==> config.mk <==
export PLATFORM = sky130hd
export DESIGN_NAME = trap_controller
export DESIGN_NICKNAME = d
export VERILOG_FILES = /design/src/rtl/trap_controller.sv
export SDC_FILE = /design/constraint.sdc
export NUM_CORES = 1
export LEC_CHECK = 0
export ABC_AREA = 1
export CORE_AREA = 2 2 130 81
export CTS_CLUSTER_SIZE = 30
export DETAILED_ROUTE_END_ITERATION = 8
export DIE_AREA = 0 0 132 83
export PLACE_DENSITY = 0.84
export RECOVER_POWER = 25
export SYNTH_ARGS = -nofsm -noshare
export SYNTH_HDL_FRONTEND = slang
export SYNTH_SLANG_ARGS = --single-unit
==> constraint.sdc <==
create_clock -name clk -period 3.3 [get_ports clk]
set_clock_uncertainty 0.2 [all_clocks]
set_input_delay 0.99 -clock clk [delete_from_list [all_inputs] [get_ports clk]]
set_output_delay 0.99 -clock clk [all_outputs]
set_load 0.05 [all_outputs]
==> src/rtl/trap_controller.sv <==
// Machine-mode trap/MRET sequencer: writes mepc/mcause/mtval, reads mtvec or mepc,
// then issues a one-cycle PC redirect. trap_done is low while a sequence is in flight.
module trap_controller #(
  parameter int XLEN         = 32,
  parameter int MTVAL_ENABLE = 1
) (
  input  logic            clk,
  input  logic            reset_n,
  input  logic [2:0]      trap_status,
  input  logic [XLEN-1:0] trap_pc,
  input  logic [XLEN-1:0] trap_bad_value,
  input  logic            csr_ready,
  input  logic [XLEN-1:0] csr_read_data,
  output logic            csr_trap_write,
  output logic [11:0]     csr_trap_address,
  output logic [XLEN-1:0] csr_trap_write_data,
  output logic            trap_redirect,
  output logic [XLEN-1:0] trap_target,
  output logic            trap_done,
  output logic [2:0]      dbg_state
);

  localparam logic [2:0] ST_NONE    = 3'd0;
  localparam logic [2:0] ST_ECALL   = 3'd1;
  localparam logic [2:0] ST_EBREAK  = 3'd2;
  localparam logic [2:0] ST_MRET    = 3'd3;
  localparam logic [2:0] ST_IMIS    = 3'd4;
  localparam logic [2:0] ST_LMIS    = 3'd5;
  localparam logic [2:0] ST_SMIS    = 3'd6;
  localparam logic [2:0] ST_ILLEGAL = 3'd7;

  typedef enum logic [2:0] {
    S_IDLE, S_WR_MEPC, S_WR_MCAUSE, S_WR_MTVAL, S_RD_MTVEC, S_RD_MEPC, S_REDIRECT
  } state_e;

  state_e          state_q, state_d;
  logic [2:0]      status_q;
  logic [XLEN-1:0] pc_q, bad_q, target_q;
  logic [XLEN-1:0] cause_val, mtval_val;
  logic            unused_rd_low;

  assign unused_rd_low = ^csr_read_data[1:0];

  always_ff @(posedge clk) begin
    if (!reset_n) begin
      state_q  <= S_IDLE;
      status_q <= ST_NONE;
      pc_q     <= '0;
      bad_q    <= '0;
      target_q <= '0;
    end else begin
      state_q <= state_d;
      if (state_q == S_IDLE && trap_status != ST_NONE) begin
        status_q <= trap_status;
        pc_q     <= trap_pc;
        bad_q    <= trap_bad_value;
      end
      if ((state_q == S_RD_MTVEC || state_q == S_RD_MEPC) && csr_ready) begin
        target_q <= {csr_read_data[XLEN-1:2], 2'b00};
      end
    end
  end

  // CSR handshake: each WR_*/RD_* state presents address (and strobe/data for writes)
  // and holds them until a posedge with csr_ready=1, which commits the access exactly once.
  always_comb begin
    state_d = state_q;
    case (state_q)
      S_IDLE: begin
        if (trap_status == ST_MRET)      state_d = S_RD_MEPC;
        else if (trap_status != ST_NONE) state_d = S_WR_MEPC;
      end
      S_WR_MEPC:   if (csr_ready) state_d = S_WR_MCAUSE;
      S_WR_MCAUSE: if (csr_ready) state_d = (MTVAL_ENABLE != 0) ? S_WR_MTVAL : S_RD_MTVEC;
      S_WR_MTVAL:  if (csr_ready) state_d = S_RD_MTVEC;
      S_RD_MTVEC:  if (csr_ready) state_d = S_REDIRECT;
      S_RD_MEPC:   if (csr_ready) state_d = S_REDIRECT;
      S_REDIRECT:  state_d = S_IDLE;
      default:     state_d = S_IDLE;
    endcase
  end

  always_comb begin
    case (status_q)
      ST_IMIS:    cause_val = XLEN'(0);
      ST_ILLEGAL: cause_val = XLEN'(2);
      ST_EBREAK:  cause_val = XLEN'(3);
      ST_LMIS:    cause_val = XLEN'(4);
      ST_SMIS:    cause_val = XLEN'(6);
      default:    cause_val = XLEN'(11);
    endcase
    if (status_q >= ST_IMIS)        mtval_val = bad_q;
    else if (status_q == ST_EBREAK) mtval_val = pc_q;
    else                            mtval_val = '0;
  end

  always_comb begin
    csr_trap_write      = 1'b0;
    csr_trap_address    = 12'h000;
    csr_trap_write_data = '0;
    trap_redirect       = 1'b0;
    trap_done           = 1'b0;
    case (state_q)
      S_IDLE: trap_done = (trap_status == ST_NONE);
      S_WR_MEPC: begin
        csr_trap_write      = 1'b1;
        csr_trap_address    = 12'h341;
        csr_trap_write_data = {pc_q[XLEN-1:2], 2'b00};
      end
      S_WR_MCAUSE: begin
        csr_trap_write      = 1'b1;
        csr_trap_address    = 12'h342;
        csr_trap_write_data = cause_val;
      end
      S_WR_MTVAL: begin
        csr_trap_write      = 1'b1;
        csr_trap_address    = 12'h343;
        csr_trap_write_data = mtval_val;
      end
      S_RD_MTVEC: csr_trap_address = 12'h305;
      S_RD_MEPC:  csr_trap_address = 12'h341;
      S_REDIRECT: begin
        trap_redirect = 1'b1;
        trap_done     = 1'b1;
      end
      default: ;
    endcase
  end

  assign trap_target = target_q;
  assign dbg_state   = state_q;

endmodule

==> results <==
[registers in the layout (all words and copies together) (netlist names)]
register     flops
bad_q           32
dbg_state        3
pc_q            32
status_q         3
trap_target     30
[stage by stage]
| stage | instances | TNS (ps) | setup WS [ps] |
|---|---|---|---|
| after floorplan | 644 | -1723 | -78.43 |
| after global placement | 917 | -126.8 | -126.8 |
| after detailed placement | 917 | -132.5 | -132.5 |
| after CTS | 930 | -4.581 | -4.581 |
| after global routing | 930 | -118.8 | -63.11 |
| final | 930 | -20.00 | -12.13 |
[power breakdown]
part / internal, W / total [W] / switching [W]
clock: 0.000538 / 0.000971 / 0.000433
combinational: 0.000894 / 0.00295 / 0.00205
sequential: 0.00162 / 0.00182 / 0.000201
total: 0.00306 / 0.00574 / 0.00269
[worst max-delay path: cells and delay by family]
kind,cells,cell delay (ps)
AND/OR/NAND/NOR,3,350
AO/OA/AOI/OAI,1,100
buffers and inverters,3,680
[kinds of logic (layout without fill, tap and decap cells)]
| family | after synthesis | after routing | synth area share [%] |
|---|---|---|---|
| AO/OA/AOI/OAI | 220 | 220 | 24.99 |
| AND/OR/NAND/NOR | 193 | 193 | 17.33 |
| buffers and inverters | 123 | 274 | 12.36 |
| flip-flops | 100 | 100 | 45.24 |
| other | 1 | 8 | 0.08474 |
[final cells by class]
| type | instances | area (um2) | share of cell area (%) |
|---|---|---|---|
| Sequential cell | 100 | 2002 | 31.07 |
| Multi-Input combinational cell | 421 | 1926 | 29.88 |
| Timing Repair Buffer | 188 | 1808 | 28.06 |
| Inverter | 73 | 274.0 | 4.252 |
| Clock buffer | 11 | 252.7 | 3.922 |
| Tap cell | 135 | 168.9 | 2.621 |
| Clock inverter | 2 | 12.51 | 0.1942 |
[layout by cell type (no fill, tap or decap), types with 2 or more instances in the layout]
| cell type | Yosys | routed |
|---|---|---|
| nand2_1 | 92 | 91 |
| conb_1 | 1 | 8 |
| dfxtp_1 | 100 | 100 |
| buf_12 | 0 | 4 |
| inv_1 | 70 | 70 |
| buf_4 | 12 | 42 |
| clkbuf_8 | 0 | 2 |
| a21oi_1 | 63 | 63 |
| clkdlybuf4s50_1 | 0 | 135 |
| dlymetal6s2s_1 | 0 | 3 |
| o21ai_0 | 138 | 132 |
| o21ai_1 | 17 | 22 |
| inv_2 | 3 | 3 |
| clkbuf_16 | 0 | 9 |
| o211ai_1 | 2 | 2 |
| nor2_1 | 82 | 81 |
| nand3_1 | 15 | 15 |
[worst paths after layout]
| path | from | end | slack, ps | cells after the start |
|---|---|---|---|---|
| max | trap_status[0] | trap_done | -10 | 7 |
| min | trap_target[2] | trap_target[2] | 240 | 2 |
| max reg2reg | dbg_state[1] | status_q[2] | 1200 | 7 |
| min reg2reg | trap_target[2] | trap_target[2] | 240 | 2 |
[per-layer routing]
layer  vias up  global-route usage (%)  wire, um
li1       2346                       -         -
met1      2093                   31.92      5949
met2       192                   37.59      5830
met3        14                   8.181      1164
met4         0                   5.830       147
met5         -                       0         0
[repair_timing]
item                       4_1_cts  5_1_grt
gates cloned                     0        0
gates resized for setup          5        4
hold endpoints to repair         0        0
setup endpoints to repair        2        6
==> results by group <==
Status
  • Status: complete, but fails checks
  • Failing checks: negative setup slack

Logic synthesis
  • Synth warn: 0
  • Async SR Flop Fraction: 0%
  • Synthesized area per cell: 6.947 um2
  • Cell with the most instances after synthesis: o21ai_0
  • EDFF count, synth: 0
  • Main flop type after synthesis: dfxtp_1
  • Synth area leader: dfxtp_1
  • Commonest cells post-synth: o21ai_0, dfxtp_1, nand2_1, nor2_1, inv_1
  • Post-Synthesis Cells: 637
  • Mapped Area: 4425 um2
  • Distinct cells, synth: 21
  • Register area share after synthesis: 45.24%
  • Post-synth top area share: 45.24%
  • FF+latch count, synth: 100
  • Largest cells by area after synthesis: dfxtp_1, o21ai_0, nand2_1

Drt
  • First-pass DRT Iterations: 5
  • Vias per cell: 4.995
  • Routed vias: 4,645
  • DR WL/cell: 14.08 um
  • DRC: 0
  • DRT antenna net count: 0
  • Routed WL: 13.09 mm
  • DR iter-0 viols: 345

Cells and area
  • Filler cells: 837
  • Fraction of layout cells with a size suffix above 1: 8.931%
  • NumNets Final: 895
  • Final Util: 66.40%
  • Post-route design area: 6444 um2
  • Area delta synth->final: 45.60%
  • Ant diodes: 0

GRT
  • Total track usage: 24.01%
  • Vias in the first global route: 4,388
  • GR Overflow Total: 0
  • First-pass GRT wire length: 21.37 mm
  • Largest net degree at the start of global routing: 61
  • Antenna violations before repair: 0

Timing
  • Final setup violation count: 2
  • Slew Limit Fails: 0
  • Worst-margin pin slew: 944.2 ps
  • Hold Violations, Final: 0
  • Final Critical Period: 3312 ps
  • Unrepaired setup endpoints after global routing: yes
  • Max-slew headroom: 37.05%
  • Fmax: 0.3019 GHz
  • Final setup margin: -12.13 ps
  • Share of the clock period used by the worst path: 100.4%
  • Hold slack: 243.4 ps

Floorplanning
  • Die W: 132 um
  • IO Count: 184
  • Die height: 83 um
  • Full die area: 10,960 um2
  • Initial Util: 45.60%
  • Core Area: 9704 um2
  • Rows: 28

Clock network
  • H-tree Lvls: 3
  • # hold bufs at CTS: 0
  • CTS tree: done
  • Num CTS Buffers: 9
  • CTS root buffer: clkbuf_16
  • CTS sink cnt: 100
  • Worst-skew pair later-pin latency: 340 ps
  • Setup Buffers After CTS: 0
  • Clock-pin slew on the worst setup and hold paths: 60 ps
  • CTS Buffer Depth: 2

Place
  • Placer Congestion: 0.8355
  • Hpwl dp: 9.327 mm
  • Placed Area: 6155 um2
  • I/O Buffers: 173

Pwr
  • P per Cell Area: 891.2 nW/um2
  • P_leak: 2.616 nW
  • Max IR drop VDD: 0.6180 mV
  • Total power: 0.005743 W

Worst setup path
  • Arrival time of the worst setup path: 2120 ps
  • Worst path cell trace: clkdlybuf4s50_1 -> nor2_2 -> nand2_1 -> inv_1 -> nand2_2 -> o21ai_2 -> buf_12
  • Max incr delay on CP: 450 ps
  • Critical path type: primary input to output port
  • Critical path endpoint category: output port
  • CP Data Required Time: 2110 ps
  • Slowest stage cell, crit path: clkdlybuf4s50_1
  • Worst Setup Start Kind: primary input
  • Peak fanout along the critical path: 6

Min path
  • Hold Path Class: register to register

Job
  • Max-cap violation count: 0
Power figures use the tool's default switching activity.
